<file path="src/rtl/mem_arbiter.sv">
// Arbitrates one single-ported backing memory between the instruction-fetch port and the
// load/store port: range checks, data-priority arbitration with a streak limit, and a req/ack handshake with a timeout.
module mem_arbiter #(
    parameter logic [31:0] INSTR_LO   = 32'h0000_0000,
    parameter logic [31:0] INSTR_HI   = 32'h0000_FFFF,
    parameter logic [31:0] DATA_LO    = 32'h0001_0000,
    parameter logic [31:0] DATA_HI    = 32'h0001_FFFF,
    parameter int unsigned STREAK_MAX = 4,
    parameter int unsigned TIMEOUT    = 255
) (
    input  logic        clk,
    input  logic        rst_n,
    input  logic        instr_rd,
    input  logic [31:0] instr_addr,
    output logic [31:0] instr,
    output logic        wait_instr,
    output logic        instr_segv,
    input  logic        rd,
    input  logic        wd,
    input  logic [31:0] data_addr,
    input  logic [31:0] data_in,
    output logic [31:0] data,
    output logic        wait_data,
    output logic        data_segv,
    output logic [31:0] mem_addr,
    output logic [31:0] mem_wdata,
    output logic        mem_rd,
    output logic        mem_wr,
    input  logic [31:0] mem_rdata,
    input  logic        mem_ack
);

    localparam int unsigned SW = (STREAK_MAX < 1) ? 1 : $clog2(STREAK_MAX + 1);
    localparam logic [31:0] INSTR_SPAN = INSTR_HI - INSTR_LO;
    localparam logic [31:0] DATA_SPAN  = DATA_HI - DATA_LO;

    typedef enum logic [1:0] {IDLE, BUSY, DONE} state_t;
    typedef enum logic {OWN_INSTR, OWN_DATA} owner_t;

    state_t        state;
    owner_t        owner;
    logic [SW-1:0] streak;
    logic [7:0]    tcount;

    logic instr_ok;
    logic data_ok;
    logic data_pend;
    logic pick_data;

    // Offset-from-base compare: one unsigned test per window, valid for any LO <= HI.
    always_comb begin
        instr_ok  = (instr_addr - INSTR_LO) <= INSTR_SPAN;
        data_ok   = ((data_addr - DATA_LO) <= DATA_SPAN) && !(rd && wd);
        data_pend = rd || wd;
        pick_data = data_pend && (!instr_rd || (streak != SW'(STREAK_MAX)));
    end

    assign wait_instr = instr_rd  && !((state == DONE) && (owner == OWN_INSTR));
    assign wait_data  = data_pend && !((state == DONE) && (owner == OWN_DATA));

    always_ff @(posedge clk or negedge rst_n) begin
        if (!rst_n) begin
            state      <= IDLE;
            owner      <= OWN_INSTR;
            streak     <= '0;
            tcount     <= '0;
            instr      <= '0;
            instr_segv <= 1'b0;
            data       <= '0;
            data_segv  <= 1'b0;
            mem_addr   <= '0;
            mem_wdata  <= '0;
            mem_rd     <= 1'b0;
            mem_wr     <= 1'b0;
        end else begin
            case (state)
                IDLE: begin
                    if (!instr_rd) streak <= '0;
                    if (pick_data) begin
                        owner     <= OWN_DATA;
                        mem_addr  <= data_addr;
                        mem_wdata <= data_in;
                        if (instr_rd) streak <= streak + 1'b1;
                        if (data_ok) begin
                            state  <= BUSY;
                            mem_rd <= rd;
                            mem_wr <= wd;
                        end else begin
                            state     <= DONE;
                            data      <= '0;
                            data_segv <= 1'b1;
                        end
                    end else if (instr_rd) begin
                        owner     <= OWN_INSTR;
                        mem_addr  <= instr_addr;
                        mem_wdata <= '0;
                        streak    <= '0;
                        if (instr_ok) begin
                            state  <= BUSY;
                            mem_rd <= 1'b1;
                        end else begin
                            state      <= DONE;
                            instr      <= '0;
                            instr_segv <= 1'b1;
                        end
                    end
                end
                BUSY: begin
                    if (mem_ack) begin
                        state  <= DONE;
                        tcount <= '0;
                        mem_rd <= 1'b0;
                        mem_wr <= 1'b0;
                        // Results land on entry to DONE so they are valid while wait is low.
                        if (owner == OWN_DATA) begin
                            data      <= mem_wr ? '0 : mem_rdata;
                            data_segv <= 1'b0;
                        end else begin
                            instr      <= mem_rdata;
                            instr_segv <= 1'b0;
                        end
                    end else if (tcount == 8'(TIMEOUT - 1)) begin
                        state  <= DONE;
                        tcount <= '0;
                        mem_rd <= 1'b0;
                        mem_wr <= 1'b0;
                        if (owner == OWN_DATA) begin
                            data      <= '0;
                            data_segv <= 1'b1;
                        end else begin
                            instr      <= '0;
                            instr_segv <= 1'b1;
                        end
                    end else begin
                        tcount <= tcount + 8'd1;
                    end
                end
                DONE: state <= IDLE;
                default: state <= IDLE;
            endcase
        end
    end

endmodule
</file>
<file path="config.mk">
export PLATFORM = sky130hd
export DESIGN_NAME = mem_arbiter
export DESIGN_NICKNAME = d
export VERILOG_FILES = /design/src/rtl/mem_arbiter.sv
export SDC_FILE = /design/constraint.sdc
export NUM_CORES = 1
export LEC_CHECK = 0
export ABC_AREA = 1
export BUFFER_PORTS_ARGS = -buffer_cell sky130_fd_sc_hd__buf_2
export CELL_PAD_IN_SITES_DETAIL_PLACEMENT = 0
export CELL_PAD_IN_SITES_GLOBAL_PLACEMENT = 2
export CORE_MARGIN = 2
export CORE_UTILIZATION = 27
export DETAILED_ROUTE_END_ITERATION = 6
export MAX_ROUTING_LAYER = met4
export PLACE_DENSITY = 0.89
export SETUP_SLACK_MARGIN = 0.02
export SYNTH_ARGS = -nofsm -noshare
export SYNTH_HDL_FRONTEND = slang
export SYNTH_SLANG_ARGS = --single-unit
export TNS_END_PERCENT = 50
</file>
<file path="constraint.sdc">
create_clock -name clk -period 2.4 [get_ports clk]
set_clock_uncertainty 0.2 [all_clocks]
set_input_delay 0.36 -clock clk [delete_from_list [all_inputs] [get_ports clk]]
set_output_delay 0.36 -clock clk [all_outputs]
set_load 0.01 [all_outputs]
</file>
==> flow_summary.json, run 1 <==
{
  "outcome": "complete, no violations",
  "path_class": "flip-flop to flip-flop",
  "synth_fa_ha_area_frac": 0.00742,
  "syn_area_sq_um": 6750,
  "insertion_delay_ns": 0.41,
  "clock-sinks": 146,
  "finalCritPeriodShare": 0.886,
  "hold_violations": 0,
  "overflow": 0,
  "synth_top_cells_by_area": "dfrtp_1 54%, nand2_1 16%, o21ai_0 5.6%",
  "p_int_mw": 4.93,
  "clock_path_buffers": 2,
  "ys_async_sr_fraction": 1.00,
  "post_drt_via_cell_ratio": 4.48,
  "hold_class": "primary input to flip-flop",
  "cp_data_required_time_ns": 2.54,
  "finalSetupViolCount": 0,
  "post-route-drc-count": 0,
  "avgSynthCellArea_sq_um": 8.13,
  "synth_top_family_by_area": "simple AND/OR/NAND/NOR gates",
  "area_growth_pct": 40.3,
  "nFillCells": 2621,
  "drtIter0Drc": 399,
  "die_x_um": 162,
  "ios": 268,
  "vias": 6570,
  "timing.hold.ws_ns": 0.0185,
  "start_util": 0.277,
  "grt_max_degree": 67,
  "numCtsBuffers": 17,
  "total_power_mw": 7.16,
  "startpoint_type": "flip-flop",
  "ys_seq_area_frac": 0.542,
  "cts_root_buffer": "clkbuf_16",
  "port_buffers": 267,
  "yosysTopAreaCell": "dfrtp_1",
  "gp_congestion": 0.800,
  "synth_edf_count": 0,
  "grt_use_total": 0.170,
  "regArea_sq_um": 3650,
  "cp_max_fo": 66,
  "rsz0062_at_grt": "false",
  "p_sw_mw": 2.23,
  "core_sq_um": 24400,
  "synth_cells": 830,
  "worstPathArrival_ns": 2.27,
  "fin_nets": 1263,
  "multi_input_area_sq_um": 2710,
  "tightest_slew_ns": 0.470,
  "die_height_um": 162,
  "drive_above_1_share": 0.303,
  "tns_ns": 0,
  "post_cts_buffers": 0,
  "grt_pass1_vias": 6390,
  "synth_top_area_share": 0.542,
  "syn_nets": 968,
  "max_cap_violations": 0,
  "powerDensity_nw_per_um2": 756,
  "synth-simple-area-share": 0.285,
  "drv_slew": 0,
  "path_clk_slew_ns": 0.07,
  "wl_per_cell_um": 14.8,
  "slew_headroom": 0.687,
  "swShare": 0.311,
  "pwr-share-comb": 0.205,
  "first_pass_iters": 4,
  "routed_wl_mm": 21.7,
  "cts_tree": "built",
  "fp-row-count": 57,
  "dp_hpwl_mm": 14.9,
  "period_minus_slack_ns": 2.13,
  "peakVddDrop_v": 0.000392,
  "ys_warn_count": 0,
  "clkPwrFrac": 0.386,
  "antenna_found_initial": 2,
  "drtAntennaViolNets": 0,
  "synth_top_flop_cell": "dfrtp_1",
  "h-tree-depth": 4,
  "yosysUniqueCellTypes": 32,
  "synth_mux_area_frac": 0,
  "synth_compound_area_frac": 0.101,
  "synthXorXnorAreaFrac": 0.00649,
  "max_freq_mhz": 470,
  "endpoint_kind": "flip-flop",
  "synthTopCellsByCount": "281 x nand2_1, 146 x dfrtp_1, 92 x nor2_1, 75 x o21ai_0, 74 x nand3_1",
  "pwr-share-seq": 0.410,
  "yosys.cell_count.top_type": "nand2_1",
  "die_area_sq_um": 26300,
  "ys_seq_elements": 146,
  "grt_pass1_wl_mm": 34.1,
  "power_leakage_nw": 5.08
}
==> worst max-delay path: stages, from the launching register on <==
cell      delay, ns
dfrtp_1        0.42
inv_1          0.15
nor2_4         0.20
inv_1          0.18
nor2_1         0.19
nor2_2         0.08
o211ai_4       0.09
buf_12         0.30
nand2_1        0.12
o21ai_2        0.07
==> final timing paths <==
path,start,end,slack (ns),depth (start not counted)
worst min register to register,data[3]$_DFFE_PN0P_,data[3]$_DFFE_PN0P_,0.27,2
min in group asynchronous,rst_n,instr[25]$_DFFE_PN0P_,0.26,2
max in group asynchronous,rst_n,mem_addr[31]$_DFFE_PN0P_,1.07,3
worst max register to register,state[0]$_DFFE_PN0P_,instr[14]$_DFFE_PN0P_,0.27,9
worst min-delay path,data_addr[12],mem_addr[12]$_DFFE_PN0P_,0.02,3
worst max-delay path,state[0]$_DFFE_PN0P_,instr[14]$_DFFE_PN0P_,0.27,9
==> state kept, by name, summed over array words and instances, names as in the netlist <==
signal and cells:
data 32, data_segv 1, instr 32, instr_segv 1, mem_addr 32, mem_rd 1, mem_wdata 32, mem_wr 1
owner 1, state 2, streak 3, tcount 8
==> logic make-up (layout without fill, tap and decap cells) <==
family | after synthesis | after routing
compound gates | 123 | 123
buf+inv | 84 | 392
other cells | 0 | 3
simple gates | 468 | 468
fa+ha+maj | 4 | 4
flops | 146 | 146
xor+xnor | 5 | 5
==> layer usage <==
layer / global-route usage / routed length, um / vias to the layer above
met5: - / 0 / -
met4: 0.0430 / 169 / 0
met3: 0.0403 / 1420 / 10
met2: 0.261 / 9720 / 234
met1: 0.228 / 10400 / 3062
li1: - / - / 3264
==> cell type report <==
class / count / share of cell area
antenna: 3 / 0.000793
clock buffer: 20 / 0.0483
clock inverter: 12 / 0.0152
inverter: 37 / 0.0147
multi-input combinational: 600 / 0.287
sequential: 146 / 0.386
tap: 324 / 0.0428
timing repair buffer: 323 / 0.205
==> power groups by stage <==
stage          Combinational, mW  Sequential (mW)  Clock (mW)
2_1_floorplan              0.618             3.08           0
3_3_place_gp                1.44             2.97           0
3_5_place_dp                1.45             2.97           0
4_1_cts                     1.50             2.93        2.85
5_1_grt                     1.64             2.97        2.95
6_report                    1.46             2.93        2.76
==> placed cells by master, fill, tap and decap left out, types with 4 or more instances in the layout <==
master and n:
nor4_1 4, nand2_1 281, dfrtp_1 146, inv_1 35, o21ai_1 24, o21ai_2 13, o21ai_0 75, clkbuf_16 17
nand3_1 74, buf_4 12, dlygate4sd3_1 37, xor2_1 4, inv_6 6, nor2_1 92, ha_1 4, buf_12 7
o22ai_1 5, buf_2 266
==> through the flow <==
step / util / setup slack, ns / cells / area, sq um
2_1_floorplan: - / 0.554 / 830 / 6750
3_3_place_gp: 0.348 / 0.142 / 1393 / 8480
3_5_place_dp: 0.348 / 0.105 / 1393 / 8480
4_1_cts: 0.388 / 0.265 / 1462 / 9460
5_1_grt: 0.388 / 0.108 / 1464 / 9460
6_report: 0.388 / 0.273 / 1465 / 9460
==> timing repair <==
action / in CTS / in global routing
endpoints found under the hold margin: 77 / 0
resized for setup: 0 / 0
hold buffers: 37 / 0
Note: power is estimated with default switching activity, not from simulation.
==> run 2: changes to the inputs <==
--- a/config.mk
+++ b/config.mk
@@ -10,10 +10,10 @@
 export CELL_PAD_IN_SITES_DETAIL_PLACEMENT = 0
 export CELL_PAD_IN_SITES_GLOBAL_PLACEMENT = 2
 export CORE_MARGIN = 2
-export CORE_UTILIZATION = 27
+export CORE_UTILIZATION = 29
 export DETAILED_ROUTE_END_ITERATION = 6
 export MAX_ROUTING_LAYER = met4
-export PLACE_DENSITY = 0.89
+export PLACE_DENSITY = 0.94
 export SETUP_SLACK_MARGIN = 0.02
 export SYNTH_ARGS = -nofsm -noshare
 export SYNTH_HDL_FRONTEND = slang
==> constraint.sdc (replaced) <==
create_clock -name clk -period 2.45 [get_ports clk]
set_clock_uncertainty 0.2 [all_clocks]
set_input_delay 0.3675 -clock clk [delete_from_list [all_inputs] [get_ports clk]]
set_output_delay 0.3675 -clock clk [all_outputs]
set_load 0.01 [all_outputs]
==> run 2 against run 1 <==
Compared with the run above:
- final cell count fell by 3.3%
- die area is 6.7% lower
- flip-flop and latch count unchanged
- hold slack better by 0.0037 ns
- total power fell by 4.4%
- global-route usage rose by 0.81 points
- sequential share of layout area up 0.63 points
- clock power down 7%
- count of clock-buffer cells in the layout shrank 3
- critical path type unchanged
- critical endpoint is now data[11]$_DFFE_PN0P_
==> flow_summary.json, run 2 (synthesis results as in run 1) <==
{
  "drv_slew": 0,
  "post_cts_resized": 0,
  "placed_cell_area_sq_um": 8400,
  "startpoint_type": "flip-flop",
  "mostFrequentLayoutCell": "nand2_1",
  "routed_wl_mm": 20.5,
  "finalSetupViolCount": 0,
  "numCtsBuffers": 17,
  "crit_path_cell_trace": "inv_1 -> nor2_4 -> inv_1 -> nor2_1 -> inv_1 -> nand2_2 -> buf_4 -> nand3_1 -> nand2_1",
  "cp.depth": 9,
  "grt_use_total": 0.178,
  "min_from": "data_addr[13]",
  "min_path_cells": 3,
  "path_clk_slew_ns": 0.07,
  "post_cts_buffers": 0,
  "drtAntennaViolNets": 0,
  "grt_pass1_vias": 6524,
  "r2r_cells": 9,
  "insertion_delay_ns": 0.42,
  "post-route-drc-count": 0,
  "first_pass_iters": 4,
  "layout_common_cells": "281 x nand2_1, 266 x buf_2, 146 x dfrtp_1",
  "rsz0062_at_grt": "false",
  "finalCritPeriodShare": 0.872,
  "dp_hpwl_mm": 13.6,
  "peakVddDrop_v": 0.000450,
  "cpMostUsedCell": "inv_1",
  "critPathBufInv": 4,
  "antenna_found_initial": 1,
  "max_freq_mhz": 468,
  "ios": 268,
  "clock_path_buffers": 2,
  "fp-row-count": 55,
  "port_buffers": 267,
  "area_growth_pct": 38.0,
  "path_class": "flip-flop to flip-flop",
  "max_cap_violations": 0,
  "die_height_um": 157,
  "slew_headroom": 0.655,
  "start_util": 0.297,
  "die_x_um": 157,
  "gp_congestion": 0.797,
  "drive_above_1_share": 0.302,
  "holdBufCountCts": 34,
  "r2r-start": "state[0]$_DFFE_PN0P_",
  "cts_tree": "built",
  "period_minus_slack_ns": 2.14,
  "startpoint": "state[0]$_DFFE_PN0P_",
  "h-tree-depth": 4,
  "outcome": "complete, no violations",
  "rrSetupSlack_ns": 0.31,
  "worstPathArrival_ns": 2.29,
  "hold_violations": 0,
  "postLayoutCellArea_sq_um": 9310,
  "powerDensity_nw_per_um2": 734,
  "endpoint_kind": "flip-flop",
  "tns_ns": 0,
  "nFillCells": 2362,
  "overflow": 0,
  "cts_root_buffer": "clkbuf_16",
  "cp_data_required_time_ns": 2.61,
  "power_leakage_nw": 5.04,
  "drtIter0Drc": 402,
  "fin_nets": 1255,
  "grt_max_degree": 78,
  "cp_slowest_cell": "dfrtp_1",
  "grt_pass1_wl_mm": 33.5,
  "vias": 6580,
  "path_delay_family": "buffers and inverters",
  "die_area_sq_um": 24500,
  "tightest_slew_ns": 0.517,
  "wl_per_cell_um": 14.5,
  "clock-sinks": 146,
  "core_sq_um": 22700,
  "post_drt_via_cell_ratio": 4.65,
  "hold_class": "primary input to flip-flop",
  "max_stage_delay_ns": 0.41,
  "cp_max_fo": 33
}
==> run 2: changes by cell type in the layout (fill, tap and decap cells not counted), sizes merged <==
cell / change
buf: -5
bufinv: -1
clkbuf: -3
clkinv: +2
clkinvlp: -1
diode: -2
dlygate4sd3: -3
inv: +3
==> run 2: worst paths after layout <==
kind	end
setup / recovery	data[11]$_DFFE_PN0P_
hold / removal	mem_addr[13]$_DFFE_PN0P_
setup reg to reg	data[11]$_DFFE_PN0P_
hold reg to reg	data[8]$_DFFE_PN0P_
max in group asynchronous	mem_wdata[24]$_DFFE_PN0P_
min in group asynchronous	mem_wdata[8]$_DFFE_PN0P_
==> run 2: area by class of cell <==
cell class                 instances  area, sq um  share of cell area
inverter                          37          139              0.0149
clock inverter                    15          145              0.0156
clock buffer                      17          425              0.0457
sequential                       146         3650               0.392
multi-input combinational        600         2710               0.291
tap                              285          357              0.0383
antenna                            1         2.50            0.000269
timing repair buffer             315         1880               0.201
==> run 2: through the flow <==
step | total power, mW | setup slack (ns) | cells | hold slack (ns) | utilization
global placement | 4.28 | 0.104 | 1349 | -0.0249 | 0.370
global route | 7.25 | 0.0676 | 1416 | 0.0180 | 0.410
detailed placement | 4.29 | 0.0953 | 1349 | -0.0240 | 0.370
finish | 6.84 | 0.313 | 1416 | 0.0222 | 0.410
CTS | 6.96 | 0.266 | 1415 | 0.00405 | 0.410
floorplan | 3.62 | 0.601 | 830 | -0.128 | -
==> run 2: routing by layer <==
metal	vias to the layer above	GRT usage	wire [um]
li1	3250	-	-
met1	3099	0.230	9670
met2	203	0.277	9230
met3	28	0.0424	1210
met4	0	0.0599	406
met5	-	-	0
==> run 2: power by group <==
group          internal [mW]  leakage [nW]  switching, mW
clock network           1.43         0.278           1.14
registers               2.69          1.88          0.175
logic                  0.531          2.88          0.867
total                   4.65          5.04           2.18
==> run 2: worst reg2reg max path, cell delays in order (launching register included) <==
cell     delay [ns]
dfrtp_1        0.41
inv_1          0.14
nor2_4         0.21
inv_1          0.20
nor2_1         0.19
inv_1          0.07
nand2_2        0.09
buf_4          0.33
nand3_1        0.15
nand2_1        0.10
